<file path="src/rtl/emaxi_req_arb.sv">
// Two-port emesh request arbiter in front of emaxi: independent wr/rd arbitration with a
// registered output stage per channel, plus a read-tag FIFO that routes responses back.
// Define EMAXI_ARB_FIXED_PRIO_EN for fixed req0-first priority instead of round-robin.
module emaxi_req_arb #(
   parameter int PW     = 104,
   parameter int RDEPTH = 4
) (
   input  logic                         axi_aclk,
   input  logic                         axi_areset,
   input  logic                         req0_wr_access,
   input  logic [PW-1:0]                req0_wr_packet,
   output logic                         req0_wr_wait,
   input  logic                         req0_rd_access,
   input  logic [PW-1:0]                req0_rd_packet,
   output logic                         req0_rd_wait,
   output logic                         req0_rr_access,
   output logic [PW-1:0]                req0_rr_packet,
   input  logic                         req0_rr_wait,
   input  logic                         req1_wr_access,
   input  logic [PW-1:0]                req1_wr_packet,
   output logic                         req1_wr_wait,
   input  logic                         req1_rd_access,
   input  logic [PW-1:0]                req1_rd_packet,
   output logic                         req1_rd_wait,
   output logic                         req1_rr_access,
   output logic [PW-1:0]                req1_rr_packet,
   input  logic                         req1_rr_wait,
   output logic                         m_wr_access,
   output logic [PW-1:0]                m_wr_packet,
   input  logic                         m_wr_wait,
   output logic                         m_rd_access,
   output logic [PW-1:0]                m_rd_packet,
   input  logic                         m_rd_wait,
   input  logic                         m_rr_access,
   input  logic [PW-1:0]                m_rr_packet,
   output logic                         m_rr_wait,
   output logic [$clog2(RDEPTH+1)-1:0]  rd_outstanding,
   output logic                         rr_err
);

   localparam int CW = $clog2(RDEPTH+1);
   localparam int AW = $clog2(RDEPTH);

   logic          r_wr_vld, r_rd_vld;
   logic [PW-1:0] r_wr_pkt, r_rd_pkt;
   logic          w_wr_load, w_wr_prio, w_wr_gnt1, w_wr_take;
   logic          w_rd_load, w_rd_open, w_rd_prio, w_rd_gnt1, w_rd_take;
   logic [RDEPTH-1:0] r_tag;
   logic [AW-1:0] r_wp, r_rp;
   logic [CW-1:0] r_cnt;
   logic          w_full, w_empty, w_head, w_push, w_pop;

   // Wait depends only on the other requester's access, so a requester's own access never loops back.
   assign w_wr_load    = !r_wr_vld || !m_wr_wait;
   assign w_wr_gnt1    = req1_wr_access && (!req0_wr_access || w_wr_prio);
   assign w_wr_take    = w_wr_load && (req0_wr_access || req1_wr_access);
   assign req0_wr_wait = !(w_wr_load && (!req1_wr_access || !w_wr_prio));
   assign req1_wr_wait = !(w_wr_load && (!req0_wr_access ||  w_wr_prio));

   // A full tag FIFO blocks new read grants but the output register still drains.
   assign w_rd_load    = !r_rd_vld || !m_rd_wait;
   assign w_rd_open    = w_rd_load && !w_full;
   assign w_rd_gnt1    = req1_rd_access && (!req0_rd_access || w_rd_prio);
   assign w_rd_take    = w_rd_open && (req0_rd_access || req1_rd_access);
   assign req0_rd_wait = !(w_rd_open && (!req1_rd_access || !w_rd_prio));
   assign req1_rd_wait = !(w_rd_open && (!req0_rd_access ||  w_rd_prio));

`ifdef EMAXI_ARB_FIXED_PRIO_EN
   assign w_wr_prio = 1'b0;
   assign w_rd_prio = 1'b0;
`else
   logic r_wr_prio, r_rd_prio;
   logic w_wr_both, w_rd_both;

   assign w_wr_both = req0_wr_access && req1_wr_access;
   assign w_rd_both = req0_rd_access && req1_rd_access;
   assign w_wr_prio = r_wr_prio;
   assign w_rd_prio = r_rd_prio;

   always_ff @(posedge axi_aclk) begin
      if (axi_areset) begin
         r_wr_prio <= 1'b0;
         r_rd_prio <= 1'b0;
      end else begin
         if (w_wr_load && w_wr_both) r_wr_prio <= !r_wr_prio;
         if (w_rd_open && w_rd_both) r_rd_prio <= !r_rd_prio;
      end
   end
`endif

   always_ff @(posedge axi_aclk) begin
      if (axi_areset) begin
         r_wr_vld <= 1'b0;
         r_wr_pkt <= '0;
         r_rd_vld <= 1'b0;
         r_rd_pkt <= '0;
      end else begin
         if (w_wr_load) begin
            r_wr_vld <= w_wr_take;
            if (w_wr_take) r_wr_pkt <= w_wr_gnt1 ? req1_wr_packet : req0_wr_packet;
         end
         if (w_rd_load) begin
            r_rd_vld <= w_rd_take;
            if (w_rd_take) r_rd_pkt <= w_rd_gnt1 ? req1_rd_packet : req0_rd_packet;
         end
      end
   end

   assign m_wr_access = r_wr_vld;
   assign m_wr_packet = r_wr_pkt;
   assign m_rd_access = r_rd_vld;
   assign m_rd_packet = r_rd_pkt;

   // Tag FIFO: one bit per outstanding read naming the requester that issued it.
   assign w_full  = (r_cnt == CW'(RDEPTH));
   assign w_empty = (r_cnt == '0);
   assign w_head  = r_tag[r_rp];
   assign w_push  = w_rd_take;
   assign w_pop   = m_rr_access && !m_rr_wait && !w_empty;

   always_ff @(posedge axi_aclk) begin
      if (axi_areset) begin
         r_tag  <= '0;
         r_wp   <= '0;
         r_rp   <= '0;
         r_cnt  <= '0;
         rr_err <= 1'b0;
      end else begin
         if (w_push) begin
            r_tag[r_wp] <= w_rd_gnt1;
            r_wp        <= r_wp + 1'b1;
         end
         if (w_pop) r_rp <= r_rp + 1'b1;
         r_cnt <= r_cnt + CW'(w_push) - CW'(w_pop);
         if (m_rr_access && w_empty) rr_err <= 1'b1;
      end
   end

   assign rd_outstanding = r_cnt;
   assign req0_rr_access = m_rr_access && !w_empty && !w_head;
   assign req1_rr_access = m_rr_access && !w_empty &&  w_head;
   assign req0_rr_packet = m_rr_packet;
   assign req1_rr_packet = m_rr_packet;
   // An empty FIFO swallows the response so emaxi never stalls on an orphan.
   assign m_rr_wait      = !w_empty && (w_head ? req1_rr_wait : req0_rr_wait);

endmodule

</file>
<file path="config.mk">
export PLATFORM = sky130hd
export DESIGN_NAME = emaxi_req_arb
export DESIGN_NICKNAME = d
export VERILOG_FILES = /design/src/rtl/emaxi_req_arb.sv
export SDC_FILE = /design/constraint.sdc
export NUM_CORES = 1
export LEC_CHECK = 0
export ABC_CLOCK_PERIOD_IN_PS = 6850
export BUFFER_PORTS_ARGS = -buffer_cell sky130_fd_sc_hd__buf_4
export CORE_AREA = 2 2 372 374
export CTS_BUF_LIST = sky130_fd_sc_hd__clkbuf_4
export CTS_CLUSTER_DIAMETER = 40
export DETAILED_ROUTE_END_ITERATION = 8
export DIE_AREA = 0 0 374 376
export HOLD_SLACK_MARGIN = 0.06
export PLACE_DENSITY = 0.32
export SYNTH_ARGS = -nofsm -noshare
export SYNTH_HDL_FRONTEND = slang
export SYNTH_SLANG_ARGS = --single-unit
</file>
<file path="constraint.sdc">
create_clock -name axi_aclk -period 6.85 [get_ports axi_aclk]
set_clock_uncertainty 0.15 [all_clocks]
set_input_delay 0.3425 -clock axi_aclk [delete_from_list [all_inputs] [get_ports axi_aclk]]
set_output_delay 0.3425 -clock axi_aclk [all_outputs]
set_load 0.02 [all_outputs]
</file>
==> results of run 1 <==
Yosys cell counts (all sizes together):
| library cell | count |
|---|---|
| a211oi | 104 |
| a21oi | 9 |
| a311oi | 104 |
| and2 | 1 |
| and2b | 1 |
| and3 | 2 |
| buf | 261 |
| clkbuf | 66 |
| dfxtp | 224 |
| fa | 1 |
| ha | 6 |
| inv | 9 |
| mux2 | 2 |
| mux2i | 105 |
| mux4 | 1 |
| nand2 | 114 |
| nand2b | 2 |
| nand3 | 111 |
| nand4 | 2 |
| nor2 | 219 |
| nor2b | 3 |
| nor3 | 1 |
| o21ai | 4 |
| or2 | 1 |
| or3 | 1 |
| or3b | 1 |
| xnor2 | 2 |
| xor2 | 3 |
logic make-up after synthesis:
| group | after synthesis | share of synthesized area, % |
|---|---|---|
| AO/OA/AOI/OAI | 221 | 18.83 |
| buffers and inverters | 336 | 18.16 |
| flip-flops | 224 | 37.08 |
| adder cells (fa/ha/maj) | 7 | 0.7863 |
| AND/OR/NAND/NOR | 459 | 15.73 |
| XOR/XNOR | 5 | 0.3622 |
| multiplexers | 108 | 9.063 |
through the flow:
stage	setup WS, ns	std cells	cell area [um^2]	util (%)	hold WS (ns)
after floorplan	4.026	1360	12090	-	0.3005
after global placement	3.789	3485	17200	12.58	0.3142
after detailed placement	3.750	3485	17200	12.58	0.3217
==> results.cfg, run 1 <==
[die]
rows = 136
start_util_pct = 8.851
die_h_um = 376
io_pins = 960
die-width_um = 374

[cts]
cts.repair_timing.setup_buffer_count = 0
clock_path_buffers = 3
post_cts_hold_buffer_count = 726
post_cts.resized_instances = 0
h-tree-depth = 3
numClockSinks = 224
cts_inserted_buffers = 84
clock-root-buffer = clkbuf_4

[outcome]
status = aborted with a tool error
lastStage = clock tree synthesis (4_1_cts)
stop_error = [ERROR RSZ-0060] Max buffer count reached.

[yosys]
postSynthRegisterBits = 224
synth_largest_area_cell = dfxtp_1
synth_area_leaders = dfxtp_1 (37%), buf_4 (13%), a211oi_2 (11%), mux2i_1 (8.7%), a311oi_1 (7.5%)
cell_count_after_synthesis = 1360
post-synth-top-area-fraction_pct = 37.08
seq_area_frac_synth_pct = 37.08
synth.yosys.warnings = 0
syn_nets = 1898
synth_area_um2 = 12090
syn_area_cell_um2 = 8.893
yosysUniqueCellTypes = 33

[placement]
detailed_place_hpwl_um = 44060
gp_routability_congestion = 0.7209
io_buffer_count = 647
==> run 2, diff against run 1 <==
==> config.mk (replaced) <==
export PLATFORM = sky130hd
export DESIGN_NAME = emaxi_req_arb
export DESIGN_NICKNAME = d
export VERILOG_FILES = /design/src/rtl/emaxi_req_arb.sv
export SDC_FILE = /design/constraint.sdc
export NUM_CORES = 1
export LEC_CHECK = 0
export ABC_CLOCK_PERIOD_IN_PS = 6850
export BUFFER_PORTS_ARGS = -buffer_cell sky130_fd_sc_hd__buf_4
export CORE_AREA = 2 2 378 380
export DETAILED_ROUTE_END_ITERATION = 8
export DIE_AREA = 0 0 380 382
export PLACE_DENSITY_LB_ADDON = 0.15
export SYNTH_ARGS = -nofsm -noshare
export SYNTH_HDL_FRONTEND = slang
export SYNTH_SLANG_ARGS = --single-unit
==> run 2 against run 1 <==
The run now ends clean. Area after synthesis is the same. Synthesized cell count stayed put.
==> results.cfg, run 2 <==
[route]
wl_per_cell_um = 14.56
drt_wirelength_um = 58420
drc = 0
dr.pass1.iters = 4
initialDrtViolationCount = 302
num_vias = 12470
drt-vias-per-instance = 3.107
antenna_violating_nets_post_route = 0

[yosys]
synth_area_leaders = dfxtp_1 (37%), buf_4 (13%), a211oi_2 (11%), mux2i_1 (8.7%), a311oi_1 (7.5%)
yosysUniqueCellTypes = 33
yosys.area_share.simple_pct = 15.73
synth.yosys.warnings = 0
synth_fa_ha_area_share_pct = 0.7863
synth_compound_area_share_pct = 18.83
post-synth-top-area-fraction_pct = 37.08
postSynthRegisterBits = 224
post_synth_most_frequent_cells = dfxtp_1 (224), nor2_1 (219), buf_4 (209), nand2_1 (114), nand3_1 (111)
cell_count_after_synthesis = 1360
edff_count_synth = 0
seq_area_frac_synth_pct = 37.08
synth_xor_area_share_pct = 0.3621
syn_area_cell_um2 = 8.893
async_reset_ff_share_pct = 0
synthMostInstantiatedCell = dfxtp_1
yosys_most_used_dff = dfxtp_1
yosys-mux-area-fraction_pct = 9.063
synth_area_um2 = 12090
synth_largest_area_cell = dfxtp_1
syn_nets = 1898
synth_top_family_by_area = compound AO/OA/AOI/OAI gates

[global_route]
number_of_antenna_violations_at_the_first_check_in_global_routing = 3
overflow = 0
via_count_of_the_first_global_routing_pass = 13530
grt_max_degree = 107
grt_first_pass_wirelength_um = 86590
globalRouteTotalUtil_pct = 7.788

[layout]
most_frequent_standard_cell_in_the_layout_excluding_fill_and_tap_cells = buf_4
final_nets = 2636
most-common-layout-cells = buf_4 (656), dlygate4sd3_1 (368), dfxtp_1 (224), nor2_1 (219), nand2_1 (113)
areaGrowthSynthToFinish_pct = 83.29
final-instance-count-excl-fill = 4012
drive_above_1_share_pct = 38.90
fillerInstances = 16080

[timing]
setup_viol_count_final = 0
total_negative_slack_ns = 0
holdWs_ns = 0.04767
final.min_clock_period_ns = 3.302
timing.fmax_ghz = 0.3028
layout_worst_path_cycle_share_pct = 48.21
rsz_0062_raised_after_global_routing = no
slew-limit-headroom_pct = 26.22
timing.final.hold_violations = 0
report.final.slew_viol_count = 0
worst_slew_pin_slew_ns = 1.107

[cts]
post_cts_hold_buffer_count = 368
clkLatencyLatePin_ns = 0.57
numClockSinks = 224
clk_pin_slew_ns = 0.05
post_cts.resized_instances = 0
h-tree-depth = 2
cts_inserted_buffers = 35
cts.repair_timing.setup_buffer_count = 0
clock-root-buffer = clkbuf_16
tritoncts = built
clock_path_buffers = 3

[worst_setup_path]
timing_worst_setup_path_type = in2reg
critPathArrivalTime_ns = 3.67
r2r_slack_ns = 3.55
start_kind = input pin
r2r_cells = 6
crit-reg2reg-capture = m_wr_packet[56]$_SDFFE_PP0P_
cp.required_ns = 7.21
worstSetupEndpoint = m_wr_packet[56]$_SDFFE_PP0P_
critical_path.reg2reg.startpoint = r_wr_prio$_SDFFE_PP0P_
critical_path_peak_fanout = 84
cp-startpoint = req0_wr_access
cp-end-kind = flop

[power]
power_per_cell_area_nw_per_um2 = 243.7
max_ir_drop_vdd_v = 0.0001310
reported_leakage_power_nw = 9.317

[worst_hold_path]
worst_hold_startpoint = req0_rd_packet[19]
hp-class = in2reg

[job]
max_cap_viol_count = 0

[placement]
io_buffer_count = 647
dp.cells = 3583
gp_routability_congestion = 0.7930
detailed_place_hpwl_um = 42930

[die]
die-width_um = 380
rows = 138
io_pins = 960
die_h_um = 382
start_util_pct = 8.584
die_area_um2 = 145200
core_area_um2 = 140900

[outcome]
status = finished clean
==> run 2: cell counts after synthesis <==
No cell type changed its count.
==> run 2: cell type report <==
type	count	area, um^2	share of cell area, %
Timing Repair Buffer	1028	8683	39.17
Sequential cell	224	4484	20.23
Tap cell	1890	2365	10.67
Clock inverter	9	135.1	0.6096
Clock buffer	51	1016	4.583
Inverter	9	33.78	0.1524
Multi-Input combinational cell	800	5448	24.58
Antenna cell	1	2.502	0.01129
==> run 2: power by group <==
group | internal [W] | total (W) | switching [W] | leakage, nW
clock network | 0.00111 | 0.00185 | 0.000742 | 0.562
registers | 0.00152 | 0.00165 | 0.000126 | 1.86
logic | 0.000897 | 0.00191 | 0.00101 | 6.89
total | 0.00353 | 0.00540 | 0.00188 | 9.32
==> run 2: worst min-delay path by stage <==
stage	to	slack [ns]	depth (start not counted)
floorplan	r_tag[2]$_SDFFE_PP0P_	0.30	2
global placement	rr_err$_SDFFE_PP0P_	0.32	2
detailed placement	rr_err$_SDFFE_PP0P_	0.33	2
CTS	m_rd_packet[44]$_SDFFE_PP0P_	0.0003	3
global route	m_rd_packet[19]$_SDFFE_PP0P_	0.01	3
finish	m_rd_packet[19]$_SDFFE_PP0P_	0.05	3
==> run 2: logic make-up (layout without fill, tap and decap cells) <==
kind of cell	Yosys count	count (layout)
other	0	1
multiplexers	108	108
AO/OA/AOI/OAI	221	221
flip-flops	224	224
adder cells (fa/ha/maj)	7	7
buffers and inverters	336	1097
AND/OR/NAND/NOR	459	459
XOR/XNOR	5	5
==> run 2: layer usage <==
metal	GRT usage, %	vias up	routed length [um]
met4	2.917	6	1962
met5	0.5952	-	145
met3	3.479	118	5676
li1	-	6034	-
met2	12.59	544	26830
met1	8.955	5765	23800
==> run 2: critical path: stages <==
cell           delay, ns
dlygate4sd3_1       0.54
buf_4               0.13
nand2b_4            0.17
nand2_4             0.40
buf_4               0.83
nand2_1             0.14
a311oi_1            0.31
dlygate4sd3_1       0.59
==> run 2: per-stage QoR <==
| step | util (%) | area, um^2 | total power (W) | setup WS (ns) |
|---|---|---|---|---|
| floorplan | - | 12090 | 0.002814 | 4.026 |
| global placement | 12.30 | 17330 | 0.003380 | 3.518 |
| detailed placement | 12.30 | 17330 | 0.003395 | 3.553 |
| CTS | 15.73 | 22170 | 0.005583 | 3.458 |
| global route | 15.73 | 22170 | 0.005766 | 3.231 |
| finish | 15.73 | 22170 | 0.005403 | 3.548 |
(Power assumes the default switching activity.)
==> run 3, diff against run 2 <==
--- a/config.mk
+++ b/config.mk
@@ -5,11 +5,11 @@
 export SDC_FILE = /design/constraint.sdc
 export NUM_CORES = 1
 export LEC_CHECK = 0
-export ABC_CLOCK_PERIOD_IN_PS = 6850
+export ABC_CLOCK_PERIOD_IN_PS = 2900
 export BUFFER_PORTS_ARGS = -buffer_cell sky130_fd_sc_hd__buf_4
-export CORE_AREA = 2 2 378 380
+export CORE_AREA = 2 2 376 378
 export DETAILED_ROUTE_END_ITERATION = 8
-export DIE_AREA = 0 0 380 382
+export DIE_AREA = 0 0 378 380
 export PLACE_DENSITY_LB_ADDON = 0.15
 export SYNTH_ARGS = -nofsm -noshare
 export SYNTH_HDL_FRONTEND = slang
==> constraint.sdc (replaced) <==
create_clock -name axi_aclk -period 2.9 [get_ports axi_aclk]
set_clock_uncertainty 0.15 [all_clocks]
set_input_delay 0.145 -clock axi_aclk [delete_from_list [all_inputs] [get_ports axi_aclk]]
set_output_delay 0.145 -clock axi_aclk [all_outputs]
set_load 0.02 [all_outputs]
==> run 3 against run 2 <==
Core utilization is 0.86 points higher. First-iteration DRC count is 15% higher. Clock power grew 130%. Hold slack improved by 0.092 ns. Sequential power rose by 140%. Register-to-register slack lost 3.4 ns. Final area grew 4.2%. Sequential cell count unchanged. Count of clock-buffer cells in the layout increased by 2. Worst setup slack worse by 3.4 ns.
==> results.cfg, run 3 (synthesis results as in run 2) <==
[worst_setup_path]
critPathArrivalTime_ns = 3.05
start_kind = flop
crit_path_cell_trace = mux4_2, mux2i_1, and2b_1, ha_1, inv_1, ha_1, inv_1, fa_2, xor2_1, xnor2_1, nor2_1
cp-end-kind = flop
critical-path-max-stage-delay_ns = 0.54
critical_path_peak_fanout = 2
path_delay_family = multiplexers
timing_worst_setup_path_type = reg2reg
cp.required_ns = 3.18
timing.critical_path.slowest_stage_cell = mux4_2
critPathBufInv = 2

[route]
num_vias = 12870
drt-vias-per-instance = 3.145
dr.pass1.iters = 4
antenna_violating_nets_post_route = 0
drc = 0
drt_wirelength_um = 60830
wl_per_cell_um = 14.86
initialDrtViolationCount = 348

[die]
io_pins = 960
rows = 137
core_area_um2 = 139200
die-width_um = 378
die_h_um = 380
die_area_um2 = 143600
start_util_pct = 8.689

[timing]
layout_worst_path_cycle_share_pct = 95.35
holdWs_ns = 0.1400
setup_viol_count_final = 0
final.min_clock_period_ns = 2.765
total_negative_slack_ns = 0
slew-limit-headroom_pct = 53.39
timing.final.hold_violations = 0
timing.fmax_ghz = 0.3616
rsz_0062_raised_after_global_routing = no
report.final.slew_viol_count = 0
worst_slew_pin_slew_ns = 0.6992

[cts]
clock_path_buffers = 3
clkLatencyLatePin_ns = 0.58
numClockSinks = 224
clock-root-buffer = clkbuf_16
clk_pin_slew_ns = 0.05
h-tree-depth = 2
tritoncts = built
cts_inserted_buffers = 36

[worst_hold_path]
hp-class = in2out

[layout]
drive_above_1_share_pct = 38.68
areaGrowthSynthToFinish_pct = 90.96
most_frequent_standard_cell_in_the_layout_excluding_fill_and_tap_cells = buf_4
most-common-layout-cells = buf_4 (676), dlygate4sd3_1 (430), dfxtp_1 (223), nor2_1 (219), nand2_1 (113)
final_nets = 2727
fin_area_um2 = 23090

[global_route]
number_of_antenna_violations_at_the_first_check_in_global_routing = 2
grt_first_pass_wirelength_um = 87180
globalRouteTotalUtil_pct = 8.029
via_count_of_the_first_global_routing_pass = 13860
overflow = 0
grt_max_degree = 112

[power]
max_ir_drop_vdd_v = 0.0003212
total_power_w = 0.01298
reported_leakage_power_nw = 9.755
power_per_cell_area_nw_per_um2 = 561.9

[placement]
post_dp_cell_area_um2 = 17610
gp_routability_congestion = 0.7371
io_buffer_count = 647
detailed_place_hpwl_um = 44810

[outcome]
status = finished clean

[job]
max_cap_viol_count = 0
==> run 3: what timing repair did <==
action                     CTS  global route
hold buffers               430             0
setup endpoints to repair    0             1
buffers inserted             0             2
resized for setup            0             2
hold endpoints to repair   224             0
==> run 3: path summary, 6_finish.rpt <==
| check | start | endpoint | slack, ns | cells after the start |
|---|---|---|---|---|
| max | r_rp[0]$_SDFFE_PP0P_ | rd_outstanding[2]$_SDFF_PP0_ | 0.13 | 11 |
| min | m_rr_packet[64] | req0_rr_packet[64] | 0.14 | 0 |
| min reg2reg | r_tag[2]$_SDFFE_PP0P_ | r_tag[2]$_SDFFE_PP0P_ | 0.33 | 2 |
| max reg2reg | r_rp[0]$_SDFFE_PP0P_ | rd_outstanding[2]$_SDFF_PP0_ | 0.13 | 11 |
==> run 3: per-stage QoR <==
step / setup WS, ns / util [%] / cells
after global placement: 0.01452 / 12.65 / 3595
after detailed placement: 0.06212 / 12.65 / 3595
after floorplan: 0.07589 / - / 1360
after CTS: 0.03373 / 16.57 / 4087
final: 0.1348 / 16.59 / 4093
after global routing: 0.02007 / 16.59 / 4090
==> run 3: power breakdown <==
part | internal, W | total (W) | leakage, nW | switching (W)
Sequential | 0.00359 | 0.00392 | 1.86 | 0.000322
Clock | 0.00259 | 0.00434 | 0.559 | 0.00175
Combinational | 0.00228 | 0.00472 | 7.33 | 0.00244
==> run 3: worst register-to-register path, cell delays in order (launching register included) <==
cell,delay [ns]
dfxtp_2,0.34
mux4_2,0.54
mux2i_1,0.20
and2b_1,0.18
ha_1,0.24
inv_1,0.06
ha_1,0.14
inv_1,0.05
fa_2,0.33
xor2_1,0.16
xnor2_1,0.18
nor2_1,0.05
==> run 3: layout make-up <==
class,instances,area [um^2]
Fill cell,15840,116100
Timing Repair Buffer,1118,9614
Multi-Input combinational cell,800,5450
Sequential cell,224,4486
Tap cell,1876,2347
Clock buffer,53,1045
Clock inverter,9,108.9
Inverter,9,33.78
Antenna cell,4,10.01
==> run 3: per-layer routing <==
| metal | share of wire, % | global-route usage, % | wire (um) |
|---|---|---|---|
| met1 | 42 | 9.358 | 25650 |
| met2 | 45 | 13.01 | 27320 |
| met3 | 10 | 3.539 | 6054 |
| met4 | 2.8 | 2.612 | 1707 |
| met5 | 0.17 | 0.4717 | 101 |
